==> src/rtl/gx4000_pkg.sv <==
// Shared definitions for the GX4000/Plus cartridge image ioctl channel.
// Both the header loader and the upload (readback) block use these offsets,
// so the 32-byte header image has a single definition.
package gx4000_pkg;

    localparam int HDR_LEN = 32;

    // Byte offsets of the little-endian header fields.
    localparam logic [4:0] OFS_TYPE  = 5'd0;
    localparam logic [4:0] OFS_SIZE  = 5'd1;
    localparam logic [4:0] OFS_CSUM  = 5'd3;
    localparam logic [4:0] OFS_VER   = 5'd5;
    localparam logic [4:0] OFS_DATE  = 5'd6;
    localparam logic [4:0] OFS_TITLE = 5'd10;

    localparam logic [7:0] PAD_BYTE = 8'hFF;

    typedef enum logic [1:0] {
        IDLE = 2'd0,
        HDR  = 2'd1,
        MEM  = 2'd2,
        PAD  = 2'd3
    } upl_state_e;

endpackage

==> src/rtl/gx4000_hdr_byte_sel.sv <==
// Combinational selection of one byte of the 32-byte cartridge header image
// from the parsed header fields. Bytes 18..31 are zero.
module gx4000_hdr_byte_sel
    import gx4000_pkg::*;
(
    input  logic [4:0]  idx_i,
    input  logic [7:0]  rom_type_i,
    input  logic [15:0] rom_size_i,
    input  logic [15:0] rom_checksum_i,
    input  logic [7:0]  rom_version_i,
    input  logic [31:0] rom_date_i,
    input  logic [63:0] rom_title_i,
    output logic [7:0]  byte_o
);

    logic [4:0] title_ofs_s;

    // Map the byte index onto the little-endian field layout.
    always_comb begin
        byte_o      = 8'h00;
        title_ofs_s = idx_i - OFS_TITLE;
        case (idx_i)
            OFS_TYPE:         byte_o = rom_type_i;
            OFS_SIZE:         byte_o = rom_size_i[7:0];
            OFS_SIZE + 5'd1:  byte_o = rom_size_i[15:8];
            OFS_CSUM:         byte_o = rom_checksum_i[7:0];
            OFS_CSUM + 5'd1:  byte_o = rom_checksum_i[15:8];
            OFS_VER:          byte_o = rom_version_i;
            OFS_DATE:         byte_o = rom_date_i[7:0];
            OFS_DATE + 5'd1:  byte_o = rom_date_i[15:8];
            OFS_DATE + 5'd2:  byte_o = rom_date_i[23:16];
            OFS_DATE + 5'd3:  byte_o = rom_date_i[31:24];
            default: begin
                if ((idx_i >= OFS_TITLE) && (idx_i < (OFS_TITLE + 5'd8))) begin
                    byte_o = rom_title_i[{title_ofs_s[2:0], 3'b000} +: 8];
                end else begin
                    byte_o = 8'h00;
                end
            end
        endcase
    end

endmodule

==> src/rtl/gx4000_rom_upload.sv <==
// Serves ioctl upload (core-to-HPS) reads of a GX4000/Plus cartridge image:
// addresses below HDR_LEN return the rebuilt header, the payload range is
// fetched from cartridge memory over a request/ack handshake, anything else
// returns the pad byte and raises a sticky error. In-order payload bytes are
// summed and the sum is compared with the header checksum at completion.
module gx4000_rom_upload #(
    parameter int ADDR_W  = 25,
    parameter int HDR_LEN = gx4000_pkg::HDR_LEN
) (
    input  logic              clk_sys,
    input  logic              reset,
    input  logic              ioctl_upload,
    input  logic              ioctl_rd,
    input  logic [ADDR_W-1:0] ioctl_addr,
    output logic [7:0]        ioctl_din,
    output logic              ioctl_wait,
    input  logic [7:0]        rom_type,
    input  logic [15:0]       rom_size,
    input  logic [15:0]       rom_checksum,
    input  logic [7:0]        rom_version,
    input  logic [31:0]       rom_date,
    input  logic [63:0]       rom_title,
    output logic              mem_rd,
    output logic [15:0]       mem_addr,
    input  logic              mem_ack,
    input  logic [7:0]        mem_dout,
    output logic              upload_done,
    output logic [15:0]       upload_checksum,
    output logic              checksum_ok,
    output logic              upload_error
);

    import gx4000_pkg::*;

    localparam logic [ADDR_W:0] HDR_LEN_X = (ADDR_W + 1)'(HDR_LEN);

    upl_state_e  state_q;
    logic [7:0]  din_q;
    logic        wait_q;
    logic        mem_rd_q;
    logic [15:0] mem_addr_q;
    logic        done_q;
    logic [15:0] sum_q;
    logic [15:0] next_ofs_q;
    logic        ok_q;
    logic        err_q;
    logic        upload_prev_q;

    logic            start_s;
    logic [ADDR_W:0] addr_ext_s;
    logic [ADDR_W:0] pay_end_s;
    logic            is_hdr_s;
    logic            is_pay_s;
    logic            is_last_hdr_s;
    logic [15:0]     ofs_s;
    logic [15:0]     sum_cur_s;
    logic [15:0]     next_cur_s;
    logic [15:0]     sum_add_s;
    logic [15:0]     last_ofs_s;
    logic [7:0]      hdr_byte_s;

    gx4000_hdr_byte_sel u_hdr_sel (
        .idx_i          (ioctl_addr[4:0]),
        .rom_type_i     (rom_type),
        .rom_size_i     (rom_size),
        .rom_checksum_i (rom_checksum),
        .rom_version_i  (rom_version),
        .rom_date_i     (rom_date),
        .rom_title_i    (rom_title),
        .byte_o         (hdr_byte_s)
    );

    // Address classification and the accumulator values as seen after any
    // upload-start clear that lands on the same edge.
    always_comb begin
        start_s       = ioctl_upload & ~upload_prev_q;
        addr_ext_s    = {1'b0, ioctl_addr};
        pay_end_s     = HDR_LEN_X + {{(ADDR_W - 15){1'b0}}, rom_size};
        is_hdr_s      = (addr_ext_s < HDR_LEN_X);
        is_pay_s      = (!is_hdr_s) && (addr_ext_s < pay_end_s);
        is_last_hdr_s = (addr_ext_s == (HDR_LEN_X - 1'b1));
        ofs_s         = 16'(ioctl_addr - ADDR_W'(HDR_LEN));
        sum_cur_s     = start_s ? 16'h0000 : sum_q;
        next_cur_s    = start_s ? 16'h0000 : next_ofs_q;
        sum_add_s     = sum_cur_s + {8'h00, mem_dout};
        last_ofs_s    = rom_size - 16'd1;
    end

    // Request FSM with registered outputs and in-order checksum accumulation.
    always_ff @(posedge clk_sys) begin
        if (reset) begin
            state_q       <= IDLE;
            din_q         <= 8'h00;
            wait_q        <= 1'b0;
            mem_rd_q      <= 1'b0;
            mem_addr_q    <= 16'h0000;
            done_q        <= 1'b0;
            sum_q         <= 16'h0000;
            next_ofs_q    <= 16'h0000;
            ok_q          <= 1'b0;
            err_q         <= 1'b0;
            upload_prev_q <= 1'b0;
        end else begin
            upload_prev_q <= ioctl_upload;
            done_q        <= 1'b0;
            if (start_s) begin
                sum_q      <= 16'h0000;
                next_ofs_q <= 16'h0000;
                ok_q       <= 1'b0;
                err_q      <= 1'b0;
            end
            case (state_q)
                IDLE: begin
                    if (ioctl_upload && ioctl_rd) begin
                        if (is_hdr_s) begin
                            din_q   <= hdr_byte_s;
                            state_q <= HDR;
                            // An empty image completes on the last header byte.
                            if ((rom_size == 16'd0) && is_last_hdr_s) begin
                                done_q <= 1'b1;
                                ok_q   <= (sum_cur_s == rom_checksum);
                            end
                        end else if (is_pay_s) begin
                            mem_addr_q <= ofs_s;
                            mem_rd_q   <= 1'b1;
                            wait_q     <= 1'b1;
                            state_q    <= MEM;
                        end else begin
                            din_q   <= PAD_BYTE;
                            err_q   <= 1'b1;
                            state_q <= PAD;
                        end
                    end
                end
                HDR, PAD: begin
                    state_q <= IDLE;
                end
                MEM: begin
                    if (!ioctl_upload) begin
                        // Upload window closed: abandon the fetch, sum untouched.
                        mem_rd_q <= 1'b0;
                        wait_q   <= 1'b0;
                        state_q  <= IDLE;
                    end else if (mem_ack) begin
                        din_q    <= mem_dout;
                        mem_rd_q <= 1'b0;
                        wait_q   <= 1'b0;
                        state_q  <= IDLE;
                        // Only the next in-order byte contributes to the sum.
                        if (mem_addr_q == next_cur_s) begin
                            sum_q      <= sum_add_s;
                            next_ofs_q <= next_cur_s + 16'd1;
                            if (mem_addr_q == last_ofs_s) begin
                                done_q <= 1'b1;
                                ok_q   <= (sum_add_s == rom_checksum);
                            end
                        end
                    end
                end
                default: begin
                    state_q <= IDLE;
                end
            endcase
        end
    end

    assign ioctl_din       = din_q;
    assign ioctl_wait      = wait_q;
    assign mem_rd          = mem_rd_q;
    assign mem_addr        = mem_addr_q;
    assign upload_done     = done_q;
    assign upload_checksum = sum_q;
    assign checksum_ok     = ok_q;
    assign upload_error    = err_q;

endmodule

==> config.mk <==
export PLATFORM = sky130hd
export DESIGN_NAME = gx4000_rom_upload
export DESIGN_NICKNAME = d
export VERILOG_FILES = /design/src/rtl/gx4000_pkg.sv /design/src/rtl/gx4000_hdr_byte_sel.sv /design/src/rtl/gx4000_rom_upload.sv
export SDC_FILE = /design/constraint.sdc
export NUM_CORES = 1
export LEC_CHECK = 0
export ABC_AREA = 1
export BUFFER_PORTS_ARGS = -buffer_cell sky130_fd_sc_hd__buf_4
export CAP_MARGIN = 20
export CORE_ASPECT_RATIO = 0.6
export CORE_UTILIZATION = 57
export DETAILED_ROUTE_END_ITERATION = 6
export PLACE_DENSITY = 0.84
export SYNTH_ARGS = -nofsm -noshare
export SYNTH_HDL_FRONTEND = slang
export SYNTH_SLANG_ARGS = --single-unit
export TNS_END_PERCENT = 10
==> constraint.sdc <==
create_clock -name clk_sys -period 8.6 [get_ports clk_sys]
set_input_delay 0.86 -clock clk_sys [delete_from_list [all_inputs] [get_ports clk_sys]]
set_output_delay 0.86 -clock clk_sys [all_outputs]
set_load 0.005 [all_outputs]
==> flow_metrics.env <==
export IMPL_gp_congestion=1.073
export IMPL_routed_wl_um=28920
export IMPL_power_density_nw_per_um2=104.4
export IMPL_clkSlewWorstSetupHoldPaths_ns=0.05
export IMPL_worst_setup_path_start_kind="primary input"
export IMPL_cpMostUsedCell="nand3_1"
export IMPL_cp_top_family="simple AND/OR/NAND/NOR gates"
export IMPL_hp_class="flop to flop"
export IMPL_synth_edf_count=0
export IMPL_drive_gt1_frac=0.2042
export IMPL_synth_compound_area_frac=0.1529
export IMPL_period_needed_ns=3.967
export IMPL_syn_nets=1431
export IMPL_async_flop_share=0
export IMPL_grt_start_max_net_pins=45
export IMPL_slowest_delay_ns=0.62
export IMPL_required_ns=8.82
export IMPL_regToRegSetupSlack_ns=5.32
export IMPL_yosys_area_share_simple=0.4466
export IMPL_rows=30
export IMPL_overflow=0
export IMPL_antenna_found_initial=0
export IMPL_synth_top_family_by_area="simple AND/OR/NAND/NOR gates"
export IMPL_fin_skew_ns=0.006151
export IMPL_cts_inserted_buffers=9
export IMPL_busiest_layer="met2"
export IMPL_drv_slew=0
export IMPL_insertion_delay_ns=0.35
export IMPL_nNetsFinal=1641
export IMPL_period_share=0.4613
export IMPL_crit_buf_inv=2
export IMPL_die_area_um2=12720
export IMPL_post_cts_buffers=0
export IMPL_tightest_slew_ns=0.8235
export IMPL_met3_usage=0.1469
export IMPL_status="finished with violations"
export IMPL_vias=9544
export IMPL_cp_slowest_cell="nand3_1"
export IMPL_antenna_cells=0
export IMPL_hold_buffers=0
export IMPL_pin_count=227
export IMPL_area_delta_synth_final_pct=29.42
export IMPL_ant_nets=0
export IMPL_grt_usage=0.4500
export IMPL_avgSynthCellArea_um2=5.747
export IMPL_synth_ff_type="dfxtp_1"
export IMPL_hpwl_um=23480
export IMPL_clock_path_buffers=2
export IMPL_portBuffers=226
export IMPL_cap_violations=0
export IMPL_start_util=0.6025
export IMPL_crit_chain="buf_4, ha_1, nand2_1, nor2_1, nand3_1, nor2_1, nand2_1, nor3_1, xor2_1, ha_1, nand4_1, nor3_1, nand3_1, nand3_1, clkinv_1, o21ai_0, a31oi_1"
export IMPL_rsz0062_at_grt="no"
export IMPL_grt_pass1_wl_um=44650
export IMPL_avgViaCountPerCell=6.003
export IMPL_drcViolationCount=6
export IMPL_synth_distinct_cells=50
export IMPL_core_area_um2=11600
export IMPL_ctsHtreeMaxLevel=3
export IMPL_ys_seq_elements=63
export IMPL_routedWlPerCell_um=18.19
export IMPL_cts_root_buf="clkbuf_16"
export IMPL_max_slew_margin_rel=0.4480
export IMPL_first_global_vias=8713
export IMPL_synth_seq_area_share=0.1805
export IMPL_drtIter0Drc=1122
export IMPL_leakage_nw=4.526
export IMPL_cts_resized=0
export IMPL_synthMuxAreaShare=0
export IMPL_setup_violations=0
export IMPL_cts_tree="built"
export IMPL_end_kind="flop"
export IMPL_crit_arrival_ns=4.19
export IMPL_yosys_warnings=0
export IMPL_synthCells=1216
export IMPL_vdd_drop_max_v=0.00009440
export IMPL_critPathKind="primary input to flop"
export IMPL_critPathMaxFanout=23
export IMPL_use_met1=0.5986
export IMPL_mostFrequentLayoutCells="nand2_1, buf_4, nor2_1, inv_1, nand3_1"
export IMPL_dieWidth_um=144.9
export IMPL_fmax_mhz=252.1
export IMPL_cts_sinks=63
export IMPL_die_h_um=87.77
export IMPL_synthAdderAreaFrac=0.06016
export IMPL_violations="DRC"
export IMPL_dr_pass1_iters=7
export IMPL_synthXorXnorAreaFrac=0.05497
export IMPL_use_met2=0.6927
export IMPL_synth_area_um2=6988
export IMPL_hold_ws_ns=0.4758
export IMPL_setup_tns_ns=0
export IMPL_final_common_cell="nand2_1"
export IMPL_final_hold_viol_count=0
## power breakdown
part           switching (mW)  leakage [nW]  total [mW]  internal, mW
sequential            0.00536         0.510       0.304         0.299
clock                   0.139         0.145       0.377         0.238
combinational           0.151          3.87       0.263         0.112
total                   0.296          4.53       0.944         0.648
## sequential cells by signal, summed over array words and instances, names as in the netlist
register         cells
mem_addr            16
next_ofs_q          16
upload_checksum     16
ioctl_din            8
state_q              2
checksum_ok          1
mem_rd               1
upload_done          1
upload_error         1
upload_prev_q        1
## metrics by stage
step	util	instances	power, mW	instance area (um^2)	worst slack [ns]
2_1_floorplan	-	1216	0.4340	6988	5.200
3_3_place_gp	0.7539	1575	0.5559	8745	4.537
3_5_place_dp	0.7539	1575	0.5605	8745	4.366
4_1_cts	0.7797	1590	0.9287	9044	4.714
5_1_grt	0.7797	1590	0.9744	9044	4.308
6_report	0.7797	1590	0.9441	9044	4.633
## path summary, 6_finish.rpt
check                  to  cells past startpoint           from
max          mem_addr[11]                     17    rom_size[5]
min          upload_error                      2   upload_error
max reg2reg   checksum_ok                     19  upload_prev_q
min reg2reg  upload_error                      2   upload_error
## Yosys cell counts (all sizes together), types with 8 or more instances
| cell | n | area, um^2 |
|---|---|---|
| nor2 | 180 | 690.7 |
| o21ai | 59 | 295.3 |
| nor3 | 40 | 236.5 |
| clkbuf | 14 | 52.55 |
| or2 | 11 | 68.82 |
| nor4 | 8 | 65.06 |
| xnor2 | 9 | 78.83 |
| nand3 | 94 | 480.5 |
| nand4 | 24 | 150.1 |
| o2111ai | 8 | 70.07 |
| a21oi | 61 | 305.3 |
| xor2 | 34 | 305.3 |
| inv | 154 | 578.1 |
| buf | 14 | 95.08 |
| nand2 | 342 | 1349 |
| a31oi | 8 | 50.05 |
| nand3b | 8 | 60.06 |
| ha | 32 | 400.4 |
| o22ai | 20 | 125.1 |
| dfxtp | 63 | 1261 |
## kinds of logic after synthesis
logic type	Yosys count
AO/OA/AOI/OAI	183
flip-flops	63
XOR/XNOR	43
adder cells (fa/ha/maj)	33
AND/OR/NAND/NOR	710
buffers and inverters	184
## routing by layer
layer  routed length [um]  part of all wire  vias to the layer above
li1                     -                 -                     4417
met5                    0                 0                        -
met1                11880              0.41                     4281
met3                 4265              0.15                      103
met4                  872             0.030                        0
met2                11900              0.41                      743
## layout make-up
class                   count  area [um^2]
well taps                 160        200.2
multi-input cells         969         4994
fillers                   954         2555
inverters                 156        585.6
clock inverters             3        42.54
repair buffers            227         1704
clock buffers              12        256.5
flip-flops and latches     63         1261
## tightest hold or removal path: stages, from the launching register on
cell,delay [ns]
dfxtp_1,0.31
nand2_1,0.06
a21oi_1,0.06
Power figures use the tool's default switching activity.
